File: src/rtl/decoder_pkg.sv
// Shared decode/execute types: data word, ALU op, operand selects.
// Imported by the ID/EX operand stage and its forward selector.
package decoder_pkg;

  typedef logic [31:0] word;

  typedef enum logic [2:0] {
    ALU_ADD  = 3'd0,
    ALU_SLL  = 3'd1,
    ALU_SLT  = 3'd2,
    ALU_SLTU = 3'd3,
    ALU_XOR  = 3'd4,
    ALU_SRL  = 3'd5,
    ALU_OR   = 3'd6,
    ALU_AND  = 3'd7
  } alu_op_t;

  typedef enum logic [1:0] {
    OPA_RS1  = 2'b00,
    OPA_PC   = 2'b01,
    OPA_ZERO = 2'b10
  } opsel_a_t;

  typedef enum logic [1:0] {
    OPB_RS2  = 2'b00,
    OPB_IMM  = 2'b01,
    OPB_FOUR = 2'b10
  } opsel_b_t;

  localparam word WORD_ZERO = 32'd0;
  localparam word WORD_FOUR = 32'd4;

  typedef struct packed {
    word     a;
    word     b;
    alu_op_t op;
    logic    sub_arith;
    logic    is_load;
  } id_ex_t;

  localparam id_ex_t ID_EX_RESET = '{
    a:         WORD_ZERO,
    b:         WORD_ZERO,
    op:        ALU_ADD,
    sub_arith: 1'b0,
    is_load:   1'b0
  };

endpackage

File: src/rtl/alu_operand_stage_fwd_mux.sv
// Per-operand forward selector: EX result, then WB data, then regfile.
// Ports: rs/used source, EX and WB producer tags+data, rf_data; ex_hit, data.
module fwd_mux
  import decoder_pkg::*;
#(
  parameter int REG_AW = 5
) (
  input  logic [REG_AW-1:0] rs,
  input  logic              used,
  input  logic              ex_we,
  input  logic [REG_AW-1:0] ex_rd,
  input  word               ex_res,
  input  logic              wb_we,
  input  logic [REG_AW-1:0] wb_rd,
  input  word               wb_data,
  input  word               rf_data,
  output logic              ex_hit,
  output word               data
);

  logic nz;
  logic wb_hit;

  // x0 is hard-wired zero, so it never matches a producer
  assign nz     = (rs != '0);
  assign ex_hit = used & nz & ex_we & (ex_rd == rs);
  assign wb_hit = used & nz & wb_we & (wb_rd == rs);

  always_comb begin
    data = rf_data;
    if (ex_hit) begin
      data = ex_res;
    end else if (wb_hit) begin
      data = wb_data;
    end
  end

endmodule

File: src/rtl/alu_operand_stage.sv
// ID/EX stage: operand select, EX/WB forwarding, load-use bubble, stall/flush.
// Ports: id_* decode offer + id_ready, ex_res/wb_* forward, ex_* ALU outputs.
module alu_operand_stage
  import decoder_pkg::*;
#(
  parameter int FORWARD = 1,
  parameter int REG_AW  = 5
) (
  input  logic              clk,
  input  logic              reset_n,
  input  logic              id_valid,
  output logic              id_ready,
  input  logic [REG_AW-1:0] id_rs1,
  input  logic [REG_AW-1:0] id_rs2,
  input  word               id_rs1_data,
  input  word               id_rs2_data,
  input  word               id_imm,
  input  word               id_pc,
  input  opsel_a_t          id_a_sel,
  input  opsel_b_t          id_b_sel,
  input  alu_op_t           id_op,
  input  logic              id_sub_arith,
  input  logic [REG_AW-1:0] id_rd,
  input  logic              id_rd_we,
  input  logic              id_is_load,
  input  word               ex_res,
  input  logic [REG_AW-1:0] wb_rd,
  input  logic              wb_we,
  input  word               wb_data,
  input  logic              ex_ready,
  input  logic              flush,
  output logic              ex_valid,
  output word               ex_a,
  output word               ex_b,
  output alu_op_t           ex_op,
  output logic              ex_sub_arith,
  output logic [REG_AW-1:0] ex_rd,
  output logic              ex_rd_we,
  output logic              ex_is_load
);

  id_ex_t            ex_q;
  id_ex_t            ex_d;
  logic              ex_valid_q;
  logic [REG_AW-1:0] ex_rd_q;
  logic              ex_we_q;

  logic use1;
  logic use2;
  logic hit1;
  logic hit2;
  logic ex_prod;
  logic ex_load;
  logic load_use;
  logic advance;
  logic accept;
  word  fwd1;
  word  fwd2;

  assign use1    = (id_a_sel == OPA_RS1);
  assign use2    = (id_b_sel == OPB_RS2);
  assign ex_prod = ex_valid_q & ex_we_q;
  assign ex_load = ex_valid_q & ex_q.is_load;

  fwd_mux #(
    .REG_AW (REG_AW)
  ) u_fwd_a (
    .rs      (id_rs1),
    .used    (use1),
    .ex_we   (ex_prod),
    .ex_rd   (ex_rd_q),
    .ex_res  (ex_res),
    .wb_we   (wb_we),
    .wb_rd   (wb_rd),
    .wb_data (wb_data),
    .rf_data (id_rs1_data),
    .ex_hit  (hit1),
    .data    (fwd1)
  );

  fwd_mux #(
    .REG_AW (REG_AW)
  ) u_fwd_b (
    .rs      (id_rs2),
    .used    (use2),
    .ex_we   (ex_prod),
    .ex_rd   (ex_rd_q),
    .ex_res  (ex_res),
    .wb_we   (wb_we),
    .wb_rd   (wb_rd),
    .wb_data (wb_data),
    .rf_data (id_rs2_data),
    .ex_hit  (hit2),
    .data    (fwd2)
  );

  // Without forwarding every EX producer stalls; with it only a load does.
  // A WB producer never stalls since its data is forwarded directly.
  assign load_use = id_valid & (hit1 | hit2)
                  & ((FORWARD == 0) | ex_load);

  assign advance  = ex_ready | ~ex_valid_q;
  assign id_ready = advance & ~load_use & ~flush;
  assign accept   = id_valid & id_ready;

  always_comb begin
    ex_d           = ID_EX_RESET;
    ex_d.op        = id_op;
    ex_d.sub_arith = id_sub_arith;
    ex_d.is_load   = id_is_load;
    unique case (id_a_sel)
      OPA_RS1: ex_d.a = fwd1;
      OPA_PC:  ex_d.a = id_pc;
      default: ex_d.a = WORD_ZERO;
    endcase
    unique case (id_b_sel)
      OPB_RS2: ex_d.b = fwd2;
      OPB_IMM: ex_d.b = id_imm;
      default: ex_d.b = WORD_FOUR;
    endcase
  end

  always_ff @(posedge clk or negedge reset_n) begin
    if (!reset_n) begin
      ex_valid_q <= 1'b0;
      ex_q       <= ID_EX_RESET;
      ex_rd_q    <= '0;
      ex_we_q    <= 1'b0;
    end else if (flush) begin
      ex_valid_q <= 1'b0;
    end else if (advance) begin
      if (accept) begin
        ex_valid_q <= 1'b1;
        ex_q       <= ex_d;
        ex_rd_q    <= id_rd;
        ex_we_q    <= id_rd_we;
      end else begin
        ex_valid_q <= 1'b0;
        ex_we_q    <= 1'b0;
      end
    end
  end

  assign ex_valid     = ex_valid_q;
  assign ex_a         = ex_q.a;
  assign ex_b         = ex_q.b;
  assign ex_op        = ex_q.op;
  assign ex_sub_arith = ex_q.sub_arith;
  assign ex_rd        = ex_rd_q;
  assign ex_rd_we     = ex_valid_q & ex_we_q;
  assign ex_is_load   = ex_valid_q & ex_q.is_load;

endmodule

File: config.mk
export PLATFORM = sky130hd
export DESIGN_NAME = alu_operand_stage
export DESIGN_NICKNAME = d
export VERILOG_FILES = /design/src/rtl/decoder_pkg.sv /design/src/rtl/alu_operand_stage_fwd_mux.sv /design/src/rtl/alu_operand_stage.sv
export SDC_FILE = /design/constraint.sdc
export NUM_CORES = 1
export LEC_CHECK = 0
export CAP_MARGIN = 0
export CORE_UTILIZATION = 30
export DETAILED_ROUTE_END_ITERATION = 7
export GPL_TIMING_DRIVEN = 0
export PLACE_DENSITY = 0.68
export SLEW_MARGIN = 5
export SYNTH_ARGS = -nofsm -noshare
export SYNTH_HDL_FRONTEND = slang
export SYNTH_SLANG_ARGS = --single-unit
File: constraint.sdc
create_clock -name clk -period 2.5 [get_ports clk]
set_input_delay 0.5 -clock clk [delete_from_list [all_inputs] [get_ports clk]]
set_output_delay 0.5 -clock clk [all_outputs]
set_load 0.1 [all_outputs]
Word-level counts from Yosys, hierarchy flattened
Cells that the tools add are included.

word-level totals
  bits in registers = 76
  latch bits = 0
  word-level logic and storage cells = 53
  bits in writable memories = 0
  input port bits = 228
  memories kept = 0
  output and inout port bits = 77
  ROM bits = 0

cells by class
  multiplexer cells = 10
  bitwise gates (word level) = 22
  divide/modulo/power cells = 0
  magnitude comparators = 0
  add/sub/neg operators = 0
  shift-type cells = 0
  $mul = 0
  reductions and logical operators = 7
  equality and inequality tests = 6

operators with widths
  cell                  number
  $mux W32              4
  $pmux W32 S2          2
  $eq A5 B5 Y1          4
  $and A1 B1 Y1         17
  $reduce_bool A5 Y1    2
  $eq A2 B1 Y1 const B  2
  $logic_not A2 Y1      2
  $mux W1               4
  $not A1 Y1            3
  $reduce_and A3 Y1     1
  $or A1 B1 Y1          2
  $reduce_and A2 Y1     1
  $reduce_bool A2 Y1    1

Logic depth before layout (Yosys ltp)
Gate-level depths: netlist of run 1.

  depth after elaboration = 14
  depth in mapped cells = 9
  gate-level depth less buffers = 6

Hierarchy
Synthesis of run 1 repeated with hierarchy kept, for this count alone.

unflattened totals
  cells, all modules = 735
  area total of the unflattened synthesis = 6977.9 µm²

modules (own cells, without submodules)
  module             area an instance (µm²)  instances  cells an instance  sequential area each (µm²)
  alu_operand_stage  4583.1                  1          383                1901.8
  fwd_mux            1197.4                  2          176                0.0

Least setup slack after synthesis of run 1
No wires, ideal clock.

  path kind = register -> output
  start point = reg ex_valid_q, in the netlist ex_valid
  end point = out id_ready
  data arrival time = 3.004 ns
  slack = -1.004 ns
  stages on the path, launching flop included = 6
  cell sequence = dfrtp_1 and2_1 a21bo_2 buf_2 buf_4 o21a_1

between the ends
  elaborated cells on any way between the ends = 14

RTL lines
  what                        RTL line                  text
  start: declaration          alu_operand_stage.sv:44   logic ex_valid_q;
  start signal: assignment    alu_operand_stage.sv:125  ex_valid_q <= 1'b0;
  start signal: assignment    alu_operand_stage.sv:130  ex_valid_q <= 1'b0;
  start signal: assignment    alu_operand_stage.sv:133  ex_valid_q <= 1'b1;
  $and A1 B1 Y1               -
  net ex_is_load              alu_operand_stage.sv:39   output logic ex_is_load
  $and A1 B1 Y1               alu_operand_stage.sv:100  & ((FORWARD == 0) | ex_load);
  $not A1 Y1                  alu_operand_stage.sv:103  assign id_ready = advance & ~load_use & ~flush;
  $and A1 B1 Y1 (2 in a row)  alu_operand_stage.sv:103
  end: declaration            alu_operand_stage.sv:12   output logic id_ready,

The timed path passes the listed nets, and every way through them passes these cells.

Worst setup path after layout of run 1
  start point = in id_rs2[3]
  end point = out id_ready

between the ends
  word-level cells in the longest chain between the ends = 10
  elaborated cells on any way between the ends = 11

ends and longest elaborated chain
  what                          RTL line                         text
  start: declaration            alu_operand_stage.sv:14          input logic [REG_AW-1:0] id_rs2,
  $reduce_bool A5 Y1            alu_operand_stage_fwd_mux.sv:25  assign nz = (rs != '0);
  $and A1 B1 Y1 (2 in a row)    alu_operand_stage_fwd_mux.sv:26  assign ex_hit = used & nz & ex_we & (ex_rd == rs);
  $and A1 B1 Y1 *               alu_operand_stage_fwd_mux.sv:26
  $or A1 B1 Y1 *                alu_operand_stage.sv:99          assign load_use = id_valid & (hit1 | hit2)
  $and A1 B1 Y1 *               alu_operand_stage.sv:99
  $and A1 B1 Y1 *               alu_operand_stage.sv:100
  $not A1 Y1 *                  alu_operand_stage.sv:103
  $and A1 B1 Y1 * (2 in a row)  alu_operand_stage.sv:103

Every way passes the cells marked *; elsewhere a longest branch is shown, timed or not.

==> results_tabular.tex, run 1 <==
\begin{tabular}{lr}
\hline
Metric & Value \\
\hline
\multicolumn{2}{l}{\textbf{Yosys}} \\
\quad Yosys top cell area share & a little over a third \\
\quad List of most frequent post-synthesis cells & dfrtp\_1, buf\_4, mux2i\_1, o21ai\_0, a22oi\_1 \\
\quad Count of different cell masters after synthesis & 43 \\
\quad Post-synthesis async set-or-reset flop share & 100\% \\
\quad Post-synthesis share of cell area spent on xor and xnor gates & under 10\% \\
\quad Multiplexer share of the synthesized area & 20.7\% \\
\quad Fraction of the mapped netlist area in adder cells & 0\% \\
\quad Post-synthesis compound-gate area fraction & 22.0\% \\
\quad Largest cells by area after synthesis & dfrtp\_1, mux2i\_1, buf\_4 \\
\quad Synthesized netlist net count & slightly below 800 \\
\quad Area fraction in and, or, nand and nor cells after synthesis & $\sim$5\% \\
\quad Number of synthesized register bits & 76 \\
\quad Number of enable flip-flop cells after synthesis & 0 \\
\quad Synthesized area per cell & about 9.9 µm² \\
\quad Post-synth top flop & dfrtp\_1 \\
\quad Main combinational cell family by area after synthesis & compound AO/OA/AOI/OAI gates \\
\quad Post-Syn Instances & 548 \\
\quad Cell taking the most area after synthesis & dfrtp\_1 \\
\quad Sequential area share after synthesis & between 30\% and 40\% \\
\quad Post-synth design cell area & approximately 5400 µm² \\
\quad Top-count cell post-synth & dfrtp\_1 \\
\quad Yosys warning total & 0 \\
\multicolumn{2}{l}{\textbf{Power}} \\
\quad Leakage & between 0.003 and 0.004 µW \\
\quad Worst-case vdd ir drop & 327 µV \\
\quad Total power density per cell area & 618 nW/µm² \\
\multicolumn{2}{l}{\textbf{Setup path}} \\
\quad Beginning of the worst register-to-register path & ex\_rd[2] \\
\quad Terminus of the critical flop-to-flop path & ex\_b[1] \\
\quad Number of cells on the worst reg-to-reg path & 7 \\
\quad Worst Path Arrival & approximately 2 ns \\
\quad Slowest stage cell on the critical path & or4\_4 \\
\quad Crit Path Category & in2out \\
\quad Crit path required time & 2.00 ns \\
\quad Maximum fanout encountered on the critical timing path & 3 \\
\quad Maximum cell stage delay along the critical path & 0.55 ns \\
\quad Critical Path, Cell by Cell & buf\_8 -> or4\_4 -> o211ai\_4 -> nand4bb\_4 -> a21bo\_4 -> o21a\_4 -> buf\_12 \\
\quad Worst setup SP type & input port \\
\quad Type of destination of the critical path & output pin \\
\quad Minimum setup slack among reg-to-reg paths & about 0.04 ns \\
\multicolumn{2}{l}{\textbf{GRT}} \\
\quad Total routing usage reported by global routing & between 20\% and 30\% \\
\quad Number of global-route vias before repair & 5710 \\
\quad Wire length of the first global-routing pass & roughly 33000 µm \\
\quad Residual overflow from global routing & 0 \\
\quad Initial antenna violation count & 1 \\
\quad Largest net degree at the start of global routing & 42 \\
\multicolumn{2}{l}{\textbf{Die}} \\
\quad Floorplan die width & about 140 µm \\
\quad Number of placed I/O pins & between 300 and 400 \\
\quad Die outline area & $\sim$19000 µm² \\
\quad Vertical die dimension & between 100 and 150 µm \\
\quad Row count & 48 \\
\quad Initial Util & a little under a third \\
\quad Core ar. & around 17000 µm² \\
\multicolumn{2}{l}{\textbf{Routing}} \\
\quad Number of DRC violations after detailed-routing iteration 0 & roughly 250 \\
\quad Routed Antenna Nets & 0 \\
\quad Number of optimization iterations in the first detailed-route pass & 5 \\
\quad Detail-routed via count per cell & 5.04 \\
\quad Final Routed Wirelength & 23000 µm \\
\quad Per-cell routed wire length & around 21 µm \\
\quad DRC viols & 0 \\
\quad Via total after detailed routing & around 5600 \\
\multicolumn{2}{l}{\textbf{Cells and area}} \\
\quad Filler Cells Inserted & around 1700 \\
\quad Final Core Density & a little over half \\
\quad Ratio of cells with drive above 1 in the final layout & 21.6\% \\
\quad Number of nets in the layout & about 1100 \\
\quad Footprint of the multi-input gates & roughly 3000 µm² \\
\quad Storage cell area & 1910 µm² \\
\quad Number of diodes & 0 \\
\quad Signed area change from the synthesized netlist to the final layout & 72.9\% \\
\multicolumn{2}{l}{\textbf{Place}} \\
\quad Weighted congestion reported at the end of routability-driven placement & 0.876 \\
\quad Detailed placement HPWL & roughly 18000 µm \\
\quad Post-placement setup slack & -1.78 ns \\
\quad Port Buffers & around 300 \\
\multicolumn{2}{l}{\textbf{Clocking}} \\
\quad Hold\_buf cts & 0 \\
\quad Clock slew seen by the registers of the worst setup and hold paths & 0.06 ns \\
\quad Clock buffer count from CTS & 9 \\
\quad Buffer depth of the longest clock path & 2 \\
\quad TritonCTS clock tree & done \\
\quad Root Buffer Master & clkbuf\_16 \\
\quad Clock latency on the worst-skew pair & approximately 0.34 ns \\
\quad Number of levels in the clock H-tree & 3 \\
\quad Num Clock Sinks & 76 \\
\multicolumn{2}{l}{\textbf{STA}} \\
\quad Aggregate negative setup slack & -0.0145 ns \\
\quad Hold WS & between 0.1 and 0.15 ns \\
\quad Min Clock Period, post-route & approximately 2.5 ns \\
\quad Final setup violation count & 1 \\
\quad Worst path setup slack after routing & -0.0145 ns \\
\quad Achievable Freq & about 400 MHz \\
\quad Final hold vios & 0 \\
\quad Final Max Tran Viols & 0 \\
\quad Share of the cycle needed by the critical path after routing & 101\% \\
\quad Worst Clk Skew & about 0.01 ns \\
\quad Setup repair after global routing missed its margin & true \\
\quad Slew of the pin with the lowest slew margin & a little over 1 ns \\
\quad Max-Slew Margin vs Limit & a little under a third \\
\multicolumn{2}{l}{\textbf{Outcome}} \\
\quad Failing checks & setup timing \\
\quad Result of the run & complete, but fails checks \\
\multicolumn{2}{l}{\textbf{Run}} \\
\quad Number of maximum-capacitance violations & 0 \\
\multicolumn{2}{l}{\textbf{Hold path}} \\
\quad Worst min-delay path class & in2async \\
\hline
\end{tabular}
metal layers:
layer	track usage (%)	routed length, µm	vias up	share of wire [%]
met5	0	0	-	0
met4	9.75	503	0	2.2
met3	5.74	2050	36	8.9
met2	41.5	11200	260	49
met1	30.1	9230	2646	40
li1	-	-	2627	-
cell families after synthesis:
group	after synthesis
AOI/OAI and AO/OA	185
buffers and inverters	111
muxes	107
DFF	76
and+or+nand+nor	49
xor gates and xnor gates	20
power by group:
part           total, µW  switching [µW]  internal [µW]
Sequential          1540             125           1420
Combinational       3040            1940           1100
Clock               1220             531            690
Total               5810            2600           3210
flip-flops by register name, indices dropped and copies added (netlist names):
register and flops:
ex_a 32, ex_b 32, ex_rd 5, ex_op 3, ex_q 1, ex_sub_arith 1, ex_valid 1, ex_we_q 1
stage by stage:
stage	cell area (µm²)	instances	total power [µW]
after CTS	9250	1102	5800
after floorplan	5460	548	3580
after global placement	8790	1077	4490
final	9390	1105	5810
after detailed placement	8810	1078	4520
after global routing	9390	1105	6020
area by class of cell:
cell class,instances,share of cell area (%)
timing repair buffer,319,33.8
multi-input combinational,361,31.7
sequential,76,20.3
buffer,105,8.17
tap,225,3.00
clock buffer,12,2.62
clock inverter,3,0.160
inverter,4,0.160
layout by cell type, fill, tap and decap left out, types with 4 or more instances in the layout:
cell type	count
a21o_1	18
a21oi_1	18
a22o_1	13
a22oi_1	45
a31oi_1	18
buf_2	11
buf_4	85
buf_6	8
clkbuf_1	13
clkbuf_16	9
clkbuf_2	6
clkdlybuf4s50_1	283
dfrtp_1	70
dfrtp_2	6
dlygate4sd2_1	4
dlymetal6s2s_1	5
inv_1	4
mux2_1	23
mux2_2	20
mux2i_1	62
nand2_1	20
nand3_1	4
o21ai_0	55
o21ai_1	9
xnor2_1	9
xnor2_2	7
xor2_1	4
worst max-delay path, delay by kind of cell:
family,cells,cell delay [ns]
compound gates,3,0.51
simple gates,2,0.73
buf+inv,2,0.26
timing repair:
item,in CTS,in global routing
gates cloned,0,0
pin swaps,12,12
gates resized for setup,79,34
setup endpoints to repair,79,53
buffers inserted,9,5
worst max path at each step:
stage	start	endpoint	slack (ns)	depth (start not counted)
final	id_rs2[3]	id_ready	-0.01	7
after global routing	ex_rd[0]	id_ready	-0.04	6
after CTS	ex_rd[1]	id_ready	-0.17	8
after detailed placement	id_rs2[0]	id_ready	-1.78	9
after global placement	reset_n	ex_rd[4]	-2.37	1
after floorplan	id_rs1[0]	id_ready	-0.07	7
Note: power is estimated with default switching activity, not from simulation.
==> run 2, diff against run 1 <==
--- a/config.mk
+++ b/config.mk
@@ -5,11 +5,11 @@
 export SDC_FILE = /design/constraint.sdc
 export NUM_CORES = 1
 export LEC_CHECK = 0
+export ABC_AREA = 1
 export CAP_MARGIN = 0
 export CORE_UTILIZATION = 30
 export DETAILED_ROUTE_END_ITERATION = 7
 export GPL_TIMING_DRIVEN = 0
-export PLACE_DENSITY = 0.68
 export SLEW_MARGIN = 5
 export SYNTH_ARGS = -nofsm -noshare
 export SYNTH_HDL_FRONTEND = slang
==> results_tabular.tex, run 2 <==
\begin{tabular}{lr}
\hline
Metric & Value \\
\hline
\multicolumn{2}{l}{\textbf{Die}} \\
\quad Row count & 55 (+15\%) \\
\quad Floorplan die width & 154 µm (+13\%) \\
\quad Number of placed I/O pins & 305 (unchanged) \\
\quad Die outline area & 23700 µm² (+27\%) \\
\quad Initial Util & 30.6\% (-0.48 points) \\
\quad Vertical die dimension & 154 µm (+13\%) \\
\quad Core ar. & 22600 µm² (+30\%) \\
\multicolumn{2}{l}{\textbf{Setup path}} \\
\quad Crit path required time & 2.00 ns (about the same) \\
\quad Crit Path Category & reg2out \\
\quad Maximum cell stage delay along the critical path & 1.12 ns (+0.57 ns) \\
\quad Minimum setup slack among reg-to-reg paths & 0.35 ns (+0.31 ns) \\
\quad Worst Path Arrival & 1.96 ns (-0.05 ns) \\
\quad Worst setup SP type & flop \\
\quad Critical Path, Cell by Cell & buf\_4 -> clkdlybuf4s50\_1 \\
\quad Slowest stage cell on the critical path & clkdlybuf4s50\_1 \\
\quad Type of destination of the critical path & output pin \\
\quad Maximum fanout encountered on the critical timing path & 2 (-1) \\
\multicolumn{2}{l}{\textbf{Hold path}} \\
\quad Worst min-delay path class & in2async \\
\multicolumn{2}{l}{\textbf{Routing}} \\
\quad Number of DRC violations after detailed-routing iteration 0 & 490 (+95\%) \\
\quad Detail-routed via count per cell & 4.70 (-6.8\%) \\
\quad Via total after detailed routing & 8603 (+54\%) \\
\quad Final Routed Wirelength & 30200 µm (+31\%) \\
\quad Per-cell routed wire length & 16.5 µm (-21\%) \\
\quad Routed Antenna Nets & 0 (unchanged) \\
\quad DRC viols & 0 (unchanged) \\
\quad Number of optimization iterations in the first detailed-route pass & 5 (unchanged) \\
\multicolumn{2}{l}{\textbf{Place}} \\
\quad Port Buffers & 304 (unchanged) \\
\quad Number of cells after detailed placement & 1803 (+67\%) \\
\quad Detailed placement HPWL & 23400 µm (+32\%) \\
\quad Weighted congestion reported at the end of routability-driven placement & 0.900 (+2.8\%) \\
\multicolumn{2}{l}{\textbf{Cells and area}} \\
\quad Ratio of cells with drive above 1 in the final layout & 9.96\% (-12 points) \\
\quad Number of nets in the layout & 1769 (+60\%) \\
\quad Filler Cells Inserted & 2377 (+44\%) \\
\quad Signed area change from the synthesized netlist to the final layout & 57.4\% \\
\quad Most common library cell in the layout ignoring fill and taps & nand2\_1 \\
\quad Final non-filler cell total & 1832 (+66\%) \\
\quad Most used cells in the layout excluding fill and tap cells & nand2\_1, clkdlybuf4s50\_1, nand3\_1 \\
\multicolumn{2}{l}{\textbf{Yosys}} \\
\quad Post-synth top flop & dfrtp\_1 \\
\quad Yosys top cell area share & 31.0\% (-4.0 points) \\
\quad Top-count cell post-synth & nand2\_1 \\
\quad Sequential area share after synthesis & 27.4\% (-7.6 points) \\
\quad Cell taking the most area after synthesis & nand2\_1 \\
\quad Largest cells by area after synthesis & nand2\_1, dfrtp\_1, nand3\_1 \\
\quad Synthesized area per cell & 5.71 µm² (-42\%) \\
\quad Number of enable flip-flop cells after synthesis & 0 (unchanged) \\
\quad Count of different cell masters after synthesis & 25 (-42\%) \\
\quad Number of synthesized register bits & 76 (unchanged) \\
\quad Yosys warning total & 0 (unchanged) \\
\quad Post-synth design cell area & 6930 µm² (+28\%) \\
\quad Post-synthesis async set-or-reset flop share & 100\% (unchanged) \\
\quad Synthesized netlist net count & 1441 (+86\%) \\
\quad Post-Syn Instances & 1213 (+120\%) \\
\quad List of most frequent post-synthesis cells & nand2\_1, nand3\_1, inv\_1, dfrtp\_1, buf\_4 \\
\multicolumn{2}{l}{\textbf{STA}} \\
\quad Final setup violation count & 0 (-1) \\
\quad Max-Slew Margin vs Limit & 31.5\% (+0.19 points) \\
\quad Share of the cycle needed by the critical path after routing & 98.4\% (-2.2 points) \\
\quad Final hold vios & 0 (unchanged) \\
\quad Achievable Freq & 407 MHz (+2.2\%) \\
\quad Final Max Tran Viols & 0 (unchanged) \\
\quad Worst Clk Skew & 0.0133 ns (+0.00328 ns) \\
\quad Slew of the pin with the lowest slew margin & 1.02 ns (-0.00436 ns) \\
\quad Aggregate negative setup slack & 0 ns (+0.0145 ns) \\
\quad Setup repair after global routing missed its margin & false \\
\quad Min Clock Period, post-route & 2.46 ns (-0.0548 ns) \\
\multicolumn{2}{l}{\textbf{Clocking}} \\
\quad TritonCTS clock tree & done \\
\quad Buffer depth of the longest clock path & 2 (unchanged) \\
\quad Num Clock Sinks & 76 (unchanged) \\
\quad Number of levels in the clock H-tree & 3 (unchanged) \\
\quad Clock slew seen by the registers of the worst setup and hold paths & 0.07 ns (about the same) \\
\quad Root Buffer Master & clkbuf\_16 \\
\quad Clock buffer count from CTS & 9 (unchanged) \\
\quad Clock latency on the worst-skew pair & 0.36 ns (+0.02 ns) \\
\multicolumn{2}{l}{\textbf{Run}} \\
\quad Number of maximum-capacitance violations & 0 (unchanged) \\
\multicolumn{2}{l}{\textbf{GRT}} \\
\quad Total routing usage reported by global routing & 25.0\% (+0.47 points) \\
\quad Initial antenna violation count & 1 (unchanged) \\
\quad Residual overflow from global routing & 0 (unchanged) \\
\quad Number of global-route vias before repair & 8055 (+41\%) \\
\quad Largest net degree at the start of global routing & 53 (+26\%) \\
\quad Wire length of the first global-routing pass & 44900 µm (+35\%) \\
\multicolumn{2}{l}{\textbf{Power}} \\
\quad Worst-case vdd ir drop & 339 µV (+3.7\%) \\
\quad Total power density per cell area & 530 nW/µm² (-14\%) \\
\quad Leakage & 0.00618 µW (+64\%) \\
\quad Overall power & 5780 µW (-0.55\%) \\
\multicolumn{2}{l}{\textbf{Outcome}} \\
\quad Result of the run & finished clean \\
\hline
\end{tabular}
==> run 2: cell count changes after synthesis, sizes merged, moves of 18 or more <==
| cell | change |
|---|---|
| nand3 | +163 |
| a31oi | -18 |
| mux2 | -43 |
| nand4 | +34 |
| clkbuf | +31 |
| a22oi | -45 |
| mux2i | -64 |
| o21bai | +32 |
| a21o | -18 |
| nand2 | +552 |
| inv | +157 |
| o21ai | -62 |
==> run 2: timing repair <==
item / 4_1_cts / 5_1_grt
setup buffers: 10 / 2
gates resized for setup: 42 / 31
hold buffers: 0 / 0
endpoints found under the setup margin: 79 / 52
pin swaps: 9 / 5
==> run 2: logic make-up (layout without fill, tap and decap cells) <==
logic type      Yosys count  in the layout  share of synthesized area (%)
simple gates            800            800                           48.2
buf+inv                 299            632                           20.4
flops                    76             76                           27.4
compound gates           38             38                           3.95
other cells               0              1                              0
==> run 2: path summary, 6_finish.rpt <==
check / startpoint / endpoint / depth (start not counted)
max in group asynchronous: reset_n / ex_a[8] / 2
min in group clk: ex_b[7] / ex_b[7] / 2
max: ex_b[24] / ex_b[24] / 2
max reg2reg: ex_valid / ex_b[31] / 13
min reg2reg: ex_b[7] / ex_b[7] / 2
min: reset_n / ex_a[21] / 1
==> run 2: final cells by class <==
cell class	instances	area, µm²	area share [%]
multi-input cells	838	3700	33.9
repair buffers	317	3210	29.4
flip-flops and latches	76	1910	17.5
plain buffers	137	817	7.49
inverters	162	621	5.69
well taps	285	357	3.27
clock buffers	12	246	2.26
clock inverters	4	50.0	0.459
diodes	1	2.50	0.0229
==> run 2: report_power, final <==
| part | switching, µW | internal (µW) | total (µW) |
|---|---|---|---|
| clock | 592 | 802 | 1390 |
| combinational | 1920 | 967 | 2880 |
| sequential | 105 | 1390 | 1500 |
==> run 2: per-layer routing <==
layer	GRT usage, %	share of wire [%]
met5	0	0
met4	6.71	1.5
met3	5.36	7.1
met2	42.0	47
met1	32.4	44
==> run 2: worst max-delay path: cells and delay by family, from the launching register on <==
family                 cells  cell delay, ns
flip-flops                 1            0.37
buffers and inverters      2            1.23
==> run 2: per-stage QoR <==
stage               hold WS (ns)  instance area [µm²]  setup slack (ns)  util, %
finish                    0.0557                10900            0.0403     48.2
global route              0.0853                10900          0.000748     48.2
CTS                       0.0634                10800           -0.0731     47.8
detailed placement         0.449                10400             -1.56     45.9
global placement           0.464                10400             -2.81     45.7
floorplan                  0.204                 6960            0.0118        -
